--- src/rtl/rf_pkg.sv ---
// Shared defaults for the integer register file and its hazard scoreboard.
package rf_pkg;
    localparam int RF_XLEN     = 32;
    localparam int RF_NUM_REGS = 32;
    localparam int ZERO_REG    = 0;
endpackage

--- src/rtl/rf_scoreboard.sv ---
// Per-register pending-writeback flags: writeback clears, decode reserve sets.
module rf_scoreboard
    import rf_pkg::*;
#(
    parameter int NUM_REGS = RF_NUM_REGS,
    parameter int AW       = $clog2(NUM_REGS)
) (
    input  logic                clk,
    input  logic                reset,
    input  logic                we,
    input  logic [AW-1:0]       waddr,
    input  logic                rsv_en,
    input  logic [AW-1:0]       rsv_addr,
    output logic [NUM_REGS-1:0] busy
);
    logic [NUM_REGS-1:0] r_busy;
    logic                w_clr;
    logic                w_set;

    assign w_clr = we && (waddr != AW'(ZERO_REG));
    assign w_set = rsv_en && (rsv_addr != AW'(ZERO_REG));

    // Set is applied after clear so a reserve on the same edge as the
    // writeback leaves the register pending for the newer producer.
    always_ff @(posedge clk or posedge reset) begin
        if (reset) begin
            r_busy <= '0;
        end else begin
            if (w_clr) r_busy[waddr] <= 1'b0;
            if (w_set) r_busy[rsv_addr] <= 1'b1;
        end
    end

    assign busy = r_busy;
endmodule

--- src/rtl/reg_file_sb.sv ---
// Integer register file with zero register, write-to-read bypass, busy
// scoreboard for decode stalls, ALU B-operand mux and store-data output.
module reg_file_sb
    import rf_pkg::*;
#(
    parameter int XLEN     = RF_XLEN,
    parameter int NUM_REGS = RF_NUM_REGS,
    parameter int AW       = $clog2(NUM_REGS),
    parameter int NUM_RD   = 2
) (
    input  logic                   clk,
    input  logic                   reset,
    input  logic [NUM_RD*AW-1:0]   rd_addr,
    output logic [NUM_RD*XLEN-1:0] rd_data,
    output logic [NUM_RD-1:0]      rd_busy,
    input  logic                   alu_src,
    input  logic [XLEN-1:0]        imm,
    output logic [XLEN-1:0]        alu_b,
    output logic [XLEN-1:0]        mem_wdata,
    input  logic                   we,
    input  logic [AW-1:0]          waddr,
    input  logic [XLEN-1:0]        wdata,
    input  logic                   rsv_en,
    input  logic [AW-1:0]          rsv_addr,
    output logic                   stall
);
    logic [XLEN-1:0]     r_regs [NUM_REGS];
    logic [NUM_REGS-1:0] w_busy;
    logic                w_wr_en;
    logic                w_byp_en;
    logic [XLEN-1:0]     w_rs2;

    assign w_wr_en  = we && (waddr != AW'(ZERO_REG));
    // While reset is held the write is dropped, so it must not be bypassed either.
    assign w_byp_en = we && !reset;

    always_ff @(posedge clk or posedge reset) begin
        if (reset) begin
            for (int i = 0; i < NUM_REGS; i++) r_regs[i] <= '0;
        end else if (w_wr_en) begin
            r_regs[waddr] <= wdata;
        end
    end

    rf_scoreboard #(
        .NUM_REGS (NUM_REGS),
        .AW       (AW)
    ) u_scoreboard (
        .clk      (clk),
        .reset    (reset),
        .we       (we),
        .waddr    (waddr),
        .rsv_en   (rsv_en),
        .rsv_addr (rsv_addr),
        .busy     (w_busy)
    );

    for (genvar p = 0; p < NUM_RD; p++) begin : g_rd
        logic [AW-1:0] w_a;
        logic          w_zero;
        logic          w_hit;

        assign w_a    = rd_addr[p*AW +: AW];
        assign w_zero = (w_a == AW'(ZERO_REG));
        assign w_hit  = w_byp_en && (waddr == w_a);

        assign rd_data[p*XLEN +: XLEN] = w_zero ? '0 : (w_hit ? wdata : r_regs[w_a]);
        assign rd_busy[p]              = !w_zero && !w_hit && w_busy[w_a];
    end

    assign w_rs2     = rd_data[XLEN +: XLEN];
    assign mem_wdata = w_rs2;
    assign alu_b     = alu_src ? imm : w_rs2;
    assign stall     = rd_busy[0] | rd_busy[1];
endmodule
--- config.mk ---
export PLATFORM = sky130hd
export DESIGN_NAME = reg_file_sb
export DESIGN_NICKNAME = d
export VERILOG_FILES = /design/src/rtl/rf_pkg.sv /design/src/rtl/rf_scoreboard.sv /design/src/rtl/reg_file_sb.sv
export SDC_FILE = /design/constraint.sdc
export NUM_CORES = 2
export LEC_CHECK = 0
export CORE_ASPECT_RATIO = 0.7
export CORE_MARGIN = 5
export CORE_UTILIZATION = 50
export CTS_CLUSTER_DIAMETER = 120
export DETAILED_ROUTE_END_ITERATION = 7
export GPL_TIMING_DRIVEN = 0
export PLACE_DENSITY_LB_ADDON = 0.2
export SLEW_MARGIN = 20
export SYNTH_ARGS = -nofsm -noshare
export SYNTH_HDL_FRONTEND = slang
export SYNTH_SLANG_ARGS = --single-unit
--- constraint.sdc ---
create_clock -name clk -period 44.1 [get_ports clk]
set_input_delay 4.41 -clock clk [delete_from_list [all_inputs] [get_ports clk]]
set_output_delay 4.41 -clock clk [all_outputs]
set_load 0.005 [all_outputs]
# Yosys cells after proc, flatten, opt, wreduce, memory -nomap -nowiden
# Cells that the tools add are included.
[word_totals] regBits=1056 input_bits=89 output_inout_bits=131 elab_cells=97
[op_classes] order_cmp=10 n_eq_ne=2 muxes=24 n_bitwise=7 reduce_logical=21
[ops] op="$bwmux 1024" n=1
[ops] op="$mux 32" n=12
[ops] op="$bmux 32 s5" n=2
[ops] op="$demux 32 s5" n=1
[ops] op="$and 32x32->32" n=1
[ops] op="$not 32->32" n=1
[ops] op="$or 32x32->32" n=1
[ops] op="$lt 5x6->1 const B" n=4
[ops] op="$ge 6x6->1 const B" n=3
[ops] op="$not 5->6" n=3
[ops] op="$logic_and 1x1->1" n=12
[ops] op="$bmux 1 s5" n=2
[ops] op="$demux 1 s5" n=2
[ops] op="$eq 5x5->1" n=2
[ops] op="$ge 5x1->1 const B" n=2
[ops] op="$logic_not 5->1" n=2
[ops] op="$reduce_bool 5->1" n=2
[ops] op="$lt 6x1->1 const B" n=1
[ops] op="$logic_not 1->1" n=5
[ops] op="$mux 1" n=4
[ops] op="$or 1x1->1" n=1

# Longest topological paths before layout
[logic_depth] ltp_word=9 ltp_mapped=13 ltp_nobuf=6

# By module
# From an unflattened synthesis, not the netlist that was laid out.
[hier_totals] cells_unflattened=3931 area_unflattened_um2=57580.2
[modules_own_cells] module="reg_file_sb" n_inst=1 cells_per_inst=3806 area_each_um2=56250.2 seq_area_each_um2=25624.6
[modules_own_cells] module="rf_scoreboard" n_inst=1 cells_per_inst=125 area_each_um2=1330.0 seq_area_each_um2=800.8

# Least setup slack after synthesis
# OpenSTA, ideal clock, no wires.
[synth_path] kind="input to output" from="input port reset" to="output port rd_data[20]" arrival_ns=30.548 required_time_ns=39.690 path_slack_ns=9.142 path_stages=7 n_path_buf=1 cell_sequence="inv_1 nand2_1 nor3_2 nor2_1 clkbuf_1 a22oi_1 o21ai_0"
[synth_between] elab_chain_len=5
[synth_lines] element="from (decl)" line_no="reg_file_sb.sv:12" rtl="input logic reset,"
[synth_lines] element="$logic_not 1->1 (no line)"
[synth_lines] element="$logic_and 1x1->1" line_no="reg_file_sb.sv:35" rtl="assign w_byp_en = we && !reset;"
[synth_lines] element="$logic_and 1x1->1" line_no="reg_file_sb.sv:65" rtl="assign w_hit = w_byp_en && (waddr == w_a);"
[synth_lines] element="$mux 32 (2 in series)" line_no="reg_file_sb.sv:67" rtl="assign rd_data[p*XLEN +: XLEN] = w_zero ? '0 : (w_hit ? wdata : r_regs[w_a]);"
[synth_lines] element="to (decl)" line_no="reg_file_sb.sv:14" rtl="output logic [NUM_RD*XLEN-1:0] rd_data,"
# No other way between the ends.

# Worst setup path after layout
[layout_path] from="input port rd_addr[2]" to="output port rd_data[30]"
[layout_between] elab_chain_len=6 elab_cells_between_ends=9 classes_between="1 x eq/ne; 5 x mux; 1 x bitwise; 2 x reduce/logical"
[layout_lines] element="from (decl)" line_no="reg_file_sb.sv:13" rtl="input logic [NUM_RD*AW-1:0] rd_addr,"
[layout_lines] element="$not 5->6 (not written as such)" line_no="reg_file_sb.sv:67"
[layout_lines] element="$bmux 32 s5" line_no="reg_file_sb.sv:67"
[layout_lines] element="$mux 32 (not written as such) (2 in series)" line_no="reg_file_sb.sv:67"
[layout_lines] element="$mux 32" line_no="reg_file_sb.sv:67"
[layout_lines] element="$mux 32 (*)" line_no="reg_file_sb.sv:67"
# Every way passes the cells marked *; elsewhere a longest branch is shown, timed or not. The select of a mux whose other input is x is not followed.

==> summary.md <==
| Metric | Value |
|---|---|
| Outcome | `complete, but fails checks` |
| Initial Util | `50.2%` |
| Asr flop ratio synth | `100%` |
| Clock sink total | `1056` |
| Cts-stage hold buffer count | `0` |
| CP Launch Type | `input pin` |
| Reg2Reg Launch Point | `r_regs[832]` |
| Post-synthesis sequential area ratio | `45.8%` |
| Combinational Power Share | `between 20% and 30%` |
| DRT antenna net count | `0` |
| #FFs+latches synth | `roughly 1100` |
| Number of global-route vias before repair | `43200` |
| Fill count | `9390` |
| Overall Power | `about 0.003 W` |
| Reg-to-reg slack, setup | `43250 ps` |
| Post-CTS setup buffer count | `0` |
| Hold/Removal Path Class | `flip-flop to flip-flop` |
| Fraction of layout cells with a size suffix above 1 | `between 30% and 40%` |
| Final setup viols | `0` |
| WS Path Type | `input pin to primary output` |
| Worst Path Arrival | `9980 ps` |
| Syn Area/Cell | `13.8 um2` |
| Pre-Repair DR Iteration Count | `8` |
| H-tree Lvls | `3` |
| Post-synth EDFFs | `0` |
| Worst Path Max Fanout | `10` |
| Synth Area in Adders | `0%` |
| Port bufs | `206` |
| Reg-to-Reg End | `r_regs[832]` |
| Post-Syn Area | `57600 um2` |
| Drt wl/cell | `40.7 um` |
| Post-synth top area cell | `dfrtp_1` |
| Post-synthesis simple-gate area fraction | `4.61%` |
| Clk_skew | `0 ps` |
| Die width | `416 um` |
| Die height | `just under 300 um` |
| First-pass GRT wire length | `roughly 350000 um` |
| HP Start | `r_regs[1006]` |
| Top delay family on crit path | `buffers and inverters` |
| Net Sw Frac | `30.0%` |
| Largest family of logic cells by synthesized area | `multiplexers` |
| Area growth syn-to-layout | `14.0%` |
| Syn. warnings | `0` |
| Final #Nets | `4608` |
| Power Internal | `0.00208 W` |
| Mux share of post-synthesis cell area | `39.2%` |
| Hold Slack | `between 400 and 500 ps` |
| Top-level I/O count | `220` |
| GR Overflow Total | `0` |
| CP peak stage delay | `between 900 and 1000 ps` |
| Max-slew headroom | `under 10%` |
| Failing checks | `design-rule violations` |
| WP buf/inv | `5` |
| Final period util | `32.6%` |
| Commonest register cell after synthesis | `dfrtp_1` |
| GRT Total Usage | `40.4%` |
| Hold path cells | `1` |
| Leakage | `approximately 28 nW` |
| Pwr Density | `45.1 nW/um2` |
| Worst IR Drop VDD | `between 0.00003 and 0.00004 V` |
| WL final | `about 250000 um` |
| Worst Hold Endpoint | `r_regs[1006]` |
| Largest net degree at the start of global routing | `107` |
| Hold Violations, Final | `0` |
| Clock Path Buffers | `3` |
| Clk pwr share | `32.4%` |
| GP Congestion | `1.03` |
| Crit path required time | `39690 ps` |
| R2R depth | `1` |
| Post-synth top area share | `45.8%` |
| Sequential power share | `44.1%` |
| Post-Synth XOR/XNOR Area | `0.152%` |
| CP endpoint kind | `primary output` |
| Tightest Pin Transition | `1360 ps` |
| Clock Latency Late Sink | `760 ps` |
| Vias | `45000` |
| DP HPWL | `approximately 180000 um` |
| Detailed Route Iter0 Violations | `7493` |
| DRC viols | `5` |
| Final core utilization | `57.2%` |
| CTS clock-pin slew for the worst setup and hold paths | `60 ps` |
| CTS Buf Count | `107` |
| CTS tree | `built` |
| Initial antenna violation count | `16` |
| Period minus WS final | `14390 ps` |
| RSZ-0062 raised after global routing | `false` |
| Row cnt | `104` |
| Max-Cap Viols | `0` |
| Net count after synthesis | `4275` |
| Compound-Gate Fraction of Synth Area | `slightly above 6%` |
| Core area | `115000 um2` |
| Cell chain of the critical path | `clkdlybuf4s50_1 > clkbuf_1 > nor2b_1 > buf_1 > clkbuf_1 > a22oi_1 > nand2_1 > a22oi_1 > o21ai_0 > clkdlybuf4s50_1` |
| Max Slew Vio Count | `0` |
| Setup_tns | `0 ps` |
| Critical-path top delay cell | `clkbuf_1` |
| Fmax | `a little under 0.07 GHz` |
| Via/cell ratio | `~7.3` |
| Unique cell type count in the Yosys netlist | `65` |
| DP Area | `62100 um2` |
| Post-Syn Instances | `4186` |
| Die ar. | `122000 um2` |
| Synth area leaders | `dfrtp_1, mux4_2, mux2_2, mux2i_1, a22oi_1` |
| Post-cts sizing count | `0` |
| CTS Root Cell | `clkbuf_16` |
| Post-route cell area | `approximately 66000 um2` |
| Sw Pwr | `0.000888 W` |
## synthesized netlist by cell type, drive strengths merged, types with 5 or more instances
| master | count |
|---|---|
| a211o | 6 |
| a211oi | 20 |
| a21oi | 52 |
| a221o | 7 |
| a22o | 22 |
| a22oi | 163 |
| a311oi | 6 |
| a31oi | 8 |
| a32o | 5 |
| a32oi | 13 |
| and2 | 6 |
| and3 | 17 |
| buf | 197 |
| clkbuf | 290 |
| dfrtp | 1056 |
| inv | 5 |
| mux2 | 930 |
| mux2i | 126 |
| mux4 | 480 |
| nand2 | 260 |
| nand2b | 58 |
| nand3 | 47 |
| nand3b | 9 |
| nand4b | 5 |
| nor2 | 75 |
| nor2b | 36 |
| nor3 | 28 |
| o2111ai | 7 |
| o211ai | 5 |
| o21ai | 161 |
| o221ai | 8 |
| o22ai | 34 |
| o31ai | 5 |
| or2 | 7 |
| xnor2 | 5 |
| xor2 | 5 |
## power by group through the flow
| stage | clock network [W] | logic (W) | registers (W) |
|---|---|---|---|
| 4_1_cts | 0.000959 | 0.000677 | 0.00129 |
| 3_3_place_gp | 0 | 0.000655 | 0.00131 |
| 5_1_grt | 0.000999 | 0.000728 | 0.00132 |
| 2_1_floorplan | 0 | 0.000471 | 0.00126 |
| 3_5_place_dp | 0 | 0.000673 | 0.00131 |
| 6_report | 0.000961 | 0.000696 | 0.00131 |
## cells in the final DEF (no fill, tap or decap), types with 53 or more instances in the layout
master	count
nand2_1	260
buf_2	120
clkbuf_1	262
mux2_2	921
mux4_2	468
dfrtp_1	1056
o21ai_0	160
nor2_1	71
mux2i_1	126
clkbuf_16	109
nand2b_1	58
a22oi_1	163
clkbuf_2	53
clkdlybuf4s50_1	206
## logic make-up (layout without fill, tap and decap cells)
group | count (synthesis) | in the layout
other cells | 0 | 12
xor+xnor | 10 | 10
mux | 1536 | 1536
compound gates | 529 | 529
buf+inv | 493 | 910
flops | 1056 | 1056
simple gates | 562 | 562
## routing by layer
metal	wire length, um	vias up	track usage, %
li1	-	16600	-
met1	95100	23500	55.0
met2	95100	4045	50.9
met3	45800	821	24.4
met4	14200	16	17.9
met5	554	-	2.73
## cell type report
cell class	instances	area (um2)	share of cell area [%]
buffer	487	2380	3.62
tap	1537	1920	2.93
inverter	6	30.0	0.0457
sequential	1056	26400	40.2
clock inverter	46	549	0.836
timing repair buffer	224	2450	3.73
clock buffer	147	3010	4.58
antenna	12	30.0	0.0457
multi-input combinational	2637	28900	44.0
## how the worst max path moves through the flow
stage	from	to	slack [ps]	depth (start not counted)
after floorplan	reset	rd_data[20]	9140	7
after global placement	reset	rd_data[13]	-3890	8
after detailed placement	reset	rd_data[13]	30160	10
after CTS	reset	rd_data[13]	30170	10
after global routing	rd_addr[2]	rd_data[30]	30020	10
final	rd_addr[2]	rd_data[30]	29710	10
## per-stage QoR
step	std cells	worst slack, ps
floorplan	4186	9140
global placement	5929	-3890
detailed placement	5946	30160
CTS	6139	30170
global route	6141	30020
finish	6152	29710
## flip-flops by register name, summed over array words and instances (netlist names)
name	flops
u_scoreboard.busy	32
r_regs	1024
(Power assumes the default switching activity.)
